`config.mk`:
```
export PLATFORM = sky130hd
export DESIGN_NAME = tlu_dut_handshake
export DESIGN_NICKNAME = d
export VERILOG_FILES = /design/src/rtl/tlu_pkg.sv /design/src/rtl/tlu_sync_edge.sv /design/src/rtl/tlu_dut_handshake.sv
export SDC_FILE = /design/constraint.sdc
export NUM_CORES = 1
export LEC_CHECK = 0
export ABC_AREA = 1
export CAP_MARGIN = 10
export CORE_MARGIN = 4
export CORE_UTILIZATION = 54
export DETAILED_ROUTE_END_ITERATION = 7
export MAX_ROUTING_LAYER = met4
export PLACE_DENSITY = 0.8
export RECOVER_POWER = 50
export REMOVE_ABC_BUFFERS = 1
export SYNTH_ARGS = -nofsm -noshare
export SYNTH_HDL_FRONTEND = slang
export SYNTH_HIERARCHICAL = 1
export SYNTH_SLANG_ARGS = --single-unit
```
`constraint.sdc`:
```
create_clock -name CLK40 -period 1.94 [get_ports CLK40]
set_input_delay 0.388 -clock CLK40 [delete_from_list [all_inputs] [get_ports CLK40]]
set_output_delay 0.388 -clock CLK40 [all_outputs]
set_load 0.005 [all_outputs]
```
`src/rtl/tlu_pkg.sv`:
```
// Shared types and constants for the DUT-side TLU trigger handshake.
package tlu_pkg;

  // Handshake sequencer states.
  typedef enum logic [2:0] {
    IDLE  = 3'd0,
    ACK   = 3'd1,
    SHIFT = 3'd2,
    STORE = 3'd3,
    ERROR = 3'd4
  } tlu_state_e;

  // Readout word layout: bit 31 marks a trigger word, bit 30 flags a
  // handshake that timed out, the low 16 bits carry the trigger ID.
  localparam int unsigned TRIG_WORD_MARKER = 31;
  localparam int unsigned ERR_BIT          = 30;
  localparam int unsigned ID_W             = 16;
  localparam int unsigned ID_IDX_W         = $clog2(ID_W);

  localparam logic [31:0] ERR_WORD = (32'h1 << TRIG_WORD_MARKER) | (32'h1 << ERR_BIT);

  // Build a good trigger word from a captured ID.
  function automatic logic [31:0] trig_word(input logic [ID_W-1:0] id);
    logic [31:0] w;
    w = 32'(id);
    w[TRIG_WORD_MARKER] = 1'b1;
    return w;
  endfunction

endpackage

```
`src/rtl/tlu_sync_edge.sv`:
```
// Two-flop synchronizer for an asynchronous TLU line plus a rising-edge
// detector on the synchronized level. Generic enough for TLU_RESET as well.
module tlu_sync_edge
  import tlu_pkg::*;
(
  input  logic clk,
  input  logic rst_n,
  input  logic async_in,
  output logic sync_out,
  output logic rise
);

  logic meta_q, meta_d;
  logic sync_q, sync_d;
  logic dly_q, dly_d;

  // Next values: shift the line through the synchronizer and delay stage.
  always_comb begin
    meta_d = async_in;
    sync_d = meta_q;
    dly_d  = sync_q;
  end

  // Synchronizer and edge-detect registers, cleared by reset.
  always_ff @(posedge clk or negedge rst_n) begin
    if (!rst_n) begin
      meta_q <= 1'b0;
      sync_q <= 1'b0;
      dly_q  <= 1'b0;
    end else begin
      meta_q <= meta_d;
      sync_q <= sync_d;
      dly_q  <= dly_d;
    end
  end

  assign sync_out = sync_q;
  assign rise     = sync_q & ~dly_q;

endmodule

```
`src/rtl/tlu_dut_handshake.sv`:
```
// DUT-side TLU responder: answers a TLU trigger with BUSY, clocks the
// trigger number out of the TLU serially on TLU_CLOCK and hands each
// result to readout as one 32-bit word.
//
// Output stream: DATA_OUT is meaningful only while DATA_VALID is high;
// a word transfers on every rising CLK40 edge where DATA_VALID and
// DATA_READY are both high, after which DATA_VALID drops. While waiting,
// DATA_VALID and DATA_OUT hold. The single-word slot is never overwritten
// because a new handshake only starts while the slot is empty.
module tlu_dut_handshake
  import tlu_pkg::*;
#(
  parameter int unsigned TRIG_BITS = 16,
  parameter int unsigned CLK_DIV   = 4,
  parameter int unsigned TIMEOUT   = 1023
) (
  input  logic        CLK40,
  input  logic        RESETB,
  input  logic        ENABLE,
  input  logic        VETO,
  input  logic        TLU_TRIGGER,
  output logic        TLU_BUSY,
  output logic        TLU_CLOCK,
  output logic [31:0] DATA_OUT,
  output logic        DATA_VALID,
  input  logic        DATA_READY,
  output logic [31:0] TRIG_COUNT,
  output logic [7:0]  ERR_COUNT,
  output logic [2:0]  dbg_state
);

  localparam int unsigned PH_W  = $clog2(2 * CLK_DIV);
  localparam int unsigned BIT_W = (TRIG_BITS > 1) ? $clog2(TRIG_BITS) : 1;
  localparam int unsigned TMO_W = $clog2(TIMEOUT + 1);

  localparam logic [PH_W-1:0]  PH_HIGH_LAST = PH_W'(CLK_DIV - 1);
  localparam logic [PH_W-1:0]  PH_LOW_FIRST = PH_W'(CLK_DIV);
  localparam logic [PH_W-1:0]  PH_LAST      = PH_W'(2 * CLK_DIV - 1);
  localparam logic [BIT_W-1:0] BIT_LAST     = BIT_W'(TRIG_BITS - 1);
  localparam logic [TMO_W-1:0] TMO_LIMIT    = TMO_W'(TIMEOUT);

  tlu_state_e        state_q, state_d;
  logic [PH_W-1:0]   phase_q, phase_d;
  logic [BIT_W-1:0]  bit_q, bit_d;
  logic [TMO_W-1:0]  tmo_q, tmo_d;
  logic [ID_W-1:0]   id_q, id_d;
  logic [31:0]       data_q, data_d;
  logic              valid_q, valid_d;
  logic [31:0]       trig_cnt_q, trig_cnt_d;
  logic [7:0]        err_cnt_q, err_cnt_d;
  logic              busy_q, busy_d;
  logic              tlu_clk_q, tlu_clk_d;

  logic              trig_s;
  logic              trig_rise;

  tlu_sync_edge u_trig_sync (
    .clk      (CLK40),
    .rst_n    (RESETB),
    .async_in (TLU_TRIGGER),
    .sync_out (trig_s),
    .rise     (trig_rise)
  );

  // Sequencer next state, serial capture, output slot and counters.
  always_comb begin
    state_d    = state_q;
    phase_d    = phase_q;
    bit_d      = bit_q;
    tmo_d      = tmo_q;
    id_d       = id_q;
    data_d     = data_q;
    valid_d    = valid_q;
    trig_cnt_d = trig_cnt_q;
    err_cnt_d  = err_cnt_q;

    if (valid_q && DATA_READY) begin
      valid_d = 1'b0;
    end

    case (state_q)
      IDLE: begin
        // Edges that arrive while blocked are dropped, not remembered.
        if (trig_rise && ENABLE && !VETO && !valid_q) begin
          state_d = ACK;
          tmo_d   = '0;
          id_d    = '0;
        end
      end
      ACK: begin
        if (!trig_s) begin
          state_d = SHIFT;
          bit_d   = '0;
          phase_d = '0;
        end else if (tmo_q == TMO_LIMIT) begin
          state_d = ERROR;
          data_d  = ERR_WORD;
          valid_d = 1'b1;
          if (err_cnt_q != 8'hFF) begin
            err_cnt_d = err_cnt_q + 8'd1;
          end
        end else begin
          tmo_d = tmo_q + 1'b1;
        end
      end
      SHIFT: begin
        // Sample late in the high phase so the TLU's data has crossed the synchronizer.
        if (phase_q == PH_HIGH_LAST) begin
          id_d[ID_IDX_W'(bit_q)] = trig_s;
        end
        if (phase_q == PH_LAST) begin
          phase_d = '0;
          if (bit_q == BIT_LAST) begin
            state_d = STORE;
          end else begin
            bit_d = bit_q + 1'b1;
          end
        end else begin
          phase_d = phase_q + 1'b1;
        end
      end
      STORE: begin
        data_d     = trig_word(id_q);
        valid_d    = 1'b1;
        trig_cnt_d = trig_cnt_q + 32'd1;
        state_d    = IDLE;
      end
      ERROR: begin
        if (!trig_s) begin
          state_d = IDLE;
        end
      end
      default: begin
        state_d = IDLE;
      end
    endcase
  end

  // Pin-side outputs, registered so the RJ45 lines never glitch.
  always_comb begin
    busy_d    = (state_q != IDLE) | ~ENABLE | VETO | valid_q;
    tlu_clk_d = (state_d == SHIFT) && (phase_d < PH_LOW_FIRST);
  end

  // State and datapath registers with asynchronous clear.
  always_ff @(posedge CLK40 or negedge RESETB) begin
    if (!RESETB) begin
      state_q    <= IDLE;
      phase_q    <= '0;
      bit_q      <= '0;
      tmo_q      <= '0;
      id_q       <= '0;
      data_q     <= '0;
      valid_q    <= 1'b0;
      trig_cnt_q <= '0;
      err_cnt_q  <= '0;
      busy_q     <= 1'b0;
      tlu_clk_q  <= 1'b0;
    end else begin
      state_q    <= state_d;
      phase_q    <= phase_d;
      bit_q      <= bit_d;
      tmo_q      <= tmo_d;
      id_q       <= id_d;
      data_q     <= data_d;
      valid_q    <= valid_d;
      trig_cnt_q <= trig_cnt_d;
      err_cnt_q  <= err_cnt_d;
      busy_q     <= busy_d;
      tlu_clk_q  <= tlu_clk_d;
    end
  end

  assign TLU_BUSY   = busy_q;
  assign TLU_CLOCK  = tlu_clk_q;
  assign DATA_OUT   = data_q;
  assign DATA_VALID = valid_q;
  assign TRIG_COUNT = trig_cnt_q;
  assign ERR_COUNT  = err_cnt_q;
  assign dbg_state  = state_q;

endmodule

```
==> reports/summary.md <==
• complete, no violations — result of the run
• 725 — number of instances in the synthesized netlist
• no — setup repair after global routing missed its margin
• 0 — Post CTS Setup Buffer Count
• 0.558 — sequential fraction of design power
• 3 — level count of the clock H-tree
• 2 — Max Root-Sink Buffers
• 0 — count of final hold-check violations
• clkdlybuf4s50_1 — cells along the critical path
• 13.4 um — drt wl/cell
• 0.00977 mm^2 — floorplan core area
• 0 — remaining global-route overflow
• 0.927 — post-route fraction of the period consumed by the critical path
• 0.00543 mm^2 — cell area after synthesis
• 100 — CTS sink cnt
• 9.53 mm — half-perimeter wire length after detailed placement
• 925 — number of cells in the design after placement
• nand2_1, dfrtp_1, nor2_1 — top post-synthesis cells by count
• 0 — CTS resizes
• 0 ns — setup TNS
• 0.461 — sequential cell area fraction in the yosys report
• flip-flop — kind of start point of the critical path
• 1.80 ns — final critical-path required period
• flip-flop to flip-flop — Hold Path Class
• 556 MHz — achievable clock frequency
• 5 — length of the first detailed-routing pass in iterations
• 0.37 ns — Clk Latency, worst-skew pair
• 0 — number of cells traversed by the worst hold path
• 7.49 um^2 — post-synthesis average cell area
• 0 — pins over their slew limit
• 0.903 — final weighted congestion in routability-driven placement
• 820 — net total in the final layout
• 36 — row count
• 0.236 — total global-route track usage
• 6 — Synth warnings
• 0.15 ns — reg-to-reg slack, setup
• 0 — number of synthesized flops with an enable pin
• 0 — number of antenna violations at the first check in global routing
• clkbuf_8 — Clock Tree Root
• u_trig_sync/meta_q — Hold Crit Start
• 0.794 mW — power dissipated by switching net loads
• 0.391 — met2 track demand over resource in global routing
• 5.09 — via count normalized by instance count
• 84 — I/O Pins
• 0 — antenna violation net count after detailed routing
• 0.0106 ns — skew final
• 1.00 — Synth async-reset ratio
• 578 mW/mm^2 — power density relative to cell area
• dfrtp_1 — Main synth FF type
• 19.8% — Layout Area Growth over Synthesis
• 6 — count of cells along the worst register-to-register path
• 4799 — via total after detailed routing
• 0.211 — share of total power consumed by net switching
• dfrtp_1 — cell taking the most area after synthesis
• 108 um — height of the die
• 1 — Hold-fix buffers, CTS
• dfrtp_1, nand2_1, nor2_1 — most area-consuming cells after synthesis
• 0.0287 — global-route track usage on met3
• TRIG_COUNT[25] — source of the critical timing path
• 108 um — Die Width
• 0.023 — Logic pwr share
• 4743 — via count of the first global-routing pass
• 3.20 nW — cell leakage power
• 0.09 ns — clock slew seen by the registers of the worst setup and hold paths
• flip-flop to output port — start-to-end type of the worst setup path
• 0.299 — met1 capacity usage during global routing
• dbg_state[2] — Worst R2R Start
• 6 — maximum fanout count along the critical path
• 0.56 ns — Crit path largest cell delay
• 942 — Final Non-Filler Cells
• 9 — total clock buffers created by CTS
• 100 — post-synthesis register bit count
• done — TritonCTS clock tree
• 0.0117 mm^2 — die outline area
• 39 — maximum number of pins on one net before global-route repair
• 1 — Buf/Inv on CP
• 245 — Initial DRC Count
• 0.334 mV — Peak supply drop
• 1.41 ns — endpoint arrival time on the critical path
• buffers and inverters — kind of cell with the highest combined delay on the critical path
• 0.0667 — share of layout cells above drive strength 1
• 12.6 mm — total wirelength of the detailed-routed design
• bit_q[0] — Worst R2R End
• nand2_1 — count leader, synth
• 0.336 — worst slew margin relative to its limit
• u_trig_sync/sync_out — end point of the worst hold path
• 0.420 — clock network fraction of total power
• 0 — detailed-route DRC error count
• 34 — count of unique library cells instantiated by Yosys
• 1.55 ns — required time of the critical path
• 69 — # port buffers
• 0 — Finish-stage setup viols
• 0.996 ns — Worst Tran Pin Value
• output port — kind of end point of the critical path
• 0 — number of inserted diodes
• 21.6 mm — wire length of the first global-routing pass
• 2.97 mW — cell internal power dissipation
• met2 — peak-usage layer in the global routing report
• 0.555 — Starting Density
• clkdlybuf4s50_1 — cell with the biggest individual delay on the critical path
• 0.461 — fraction of post-synthesis cell area in the top cell type by area
• 0 — # Max-Cap Violations
state kept, by name (all words and copies together) (netlist names):
register              count
TLU_CLOCK                 1
TLU_BUSY                  1
u_trig_sync/meta_q        1
u_trig_sync/dly_q         1
id_q                     16
DATA_VALID                1
bit_q                     4
phase_q                   3
dbg_state                 3
tmo_q                    10
u_trig_sync/sync_out      1
DATA_OUT                 18
TRIG_COUNT               32
ERR_COUNT                 8
layout make-up:
class,count,area (um^2)
Fill cell,828,3270
Multi-Input combinational cell,548,2550
Sequential cell,100,2500
Timing Repair Buffer,82,815
Inverter,63,236
Tap cell,133,166
Clock buffer,11,131
Clock inverter,5,100
routing by layer:
| metal | share of wire | wire (um) |
|---|---|---|
| met1 | 0.44 | 5530 |
| met3 | 0.047 | 592 |
| met5 | 0 | 0 |
| met2 | 0.50 | 6300 |
| met4 | 0.016 | 202 |
placed cells by master, fill, tap and decap left out, types with 10 or more instances in the layout:
cell type,netlist,layout
xor2_1,16,16
nor2_1,80,80
nand3_1,58,60
clkdlybuf4s50_1,0,67
dfrtp_1,100,100
nand4_1,14,14
inv_1,55,56
o21ai_0,20,21
nand2_1,283,283
conb_1,1,14
ha_1,10,10
cell families (layout without fill, tap and decap cells):
| logic type | after synthesis | count (layout) | synth area share |
|---|---|---|---|
| buf+inv | 90 | 161 | 0.0751 |
| other cells | 1 | 14 | 0.000691 |
| flops | 100 | 100 | 0.461 |
| fa+ha+maj | 10 | 10 | 0.0230 |
| simple gates | 462 | 462 | 0.362 |
| compound gates | 37 | 37 | 0.0383 |
| xor+xnor | 25 | 25 | 0.0403 |
worst max-delay path by stage:
stage | to | slack (ns) | depth (start not counted)
final | TRIG_COUNT[25] | 0.14 | 1
after global routing | ERR_COUNT[4] | 0.05 | 10
after CTS | TRIG_COUNT[25] | 0.12 | 1
after detailed placement | id_q[0] | 0.1 | 9
after global placement | id_q[0] | 0.17 | 9
after floorplan | id_q[0] | 0.09 | 8
power by group through the flow:
stage	logic, mW	clock network (mW)	registers, mW
after floorplan	0.0195	0	2.14
after global placement	0.0847	0	2.14
after detailed placement	0.0884	0	2.14
after CTS	0.0898	1.60	2.10
after global routing	0.0998	1.68	2.10
final	0.0847	1.58	2.10
through the flow:
stage	util	setup WS, ns	hold slack (ns)	area, um^2	power (mW)
CTS	0.668	0.123	0.367	6530	3.78
floorplan	-	0.0901	0.0924	5310	2.16
detailed placement	0.643	0.0960	0.346	6290	2.23
global route	0.666	0.0533	0.373	6500	3.88
finish	0.666	0.142	0.365	6500	3.76
global placement	0.643	0.167	0.331	6290	2.22
No activity file was read; power rests on OpenSTA's default activity.
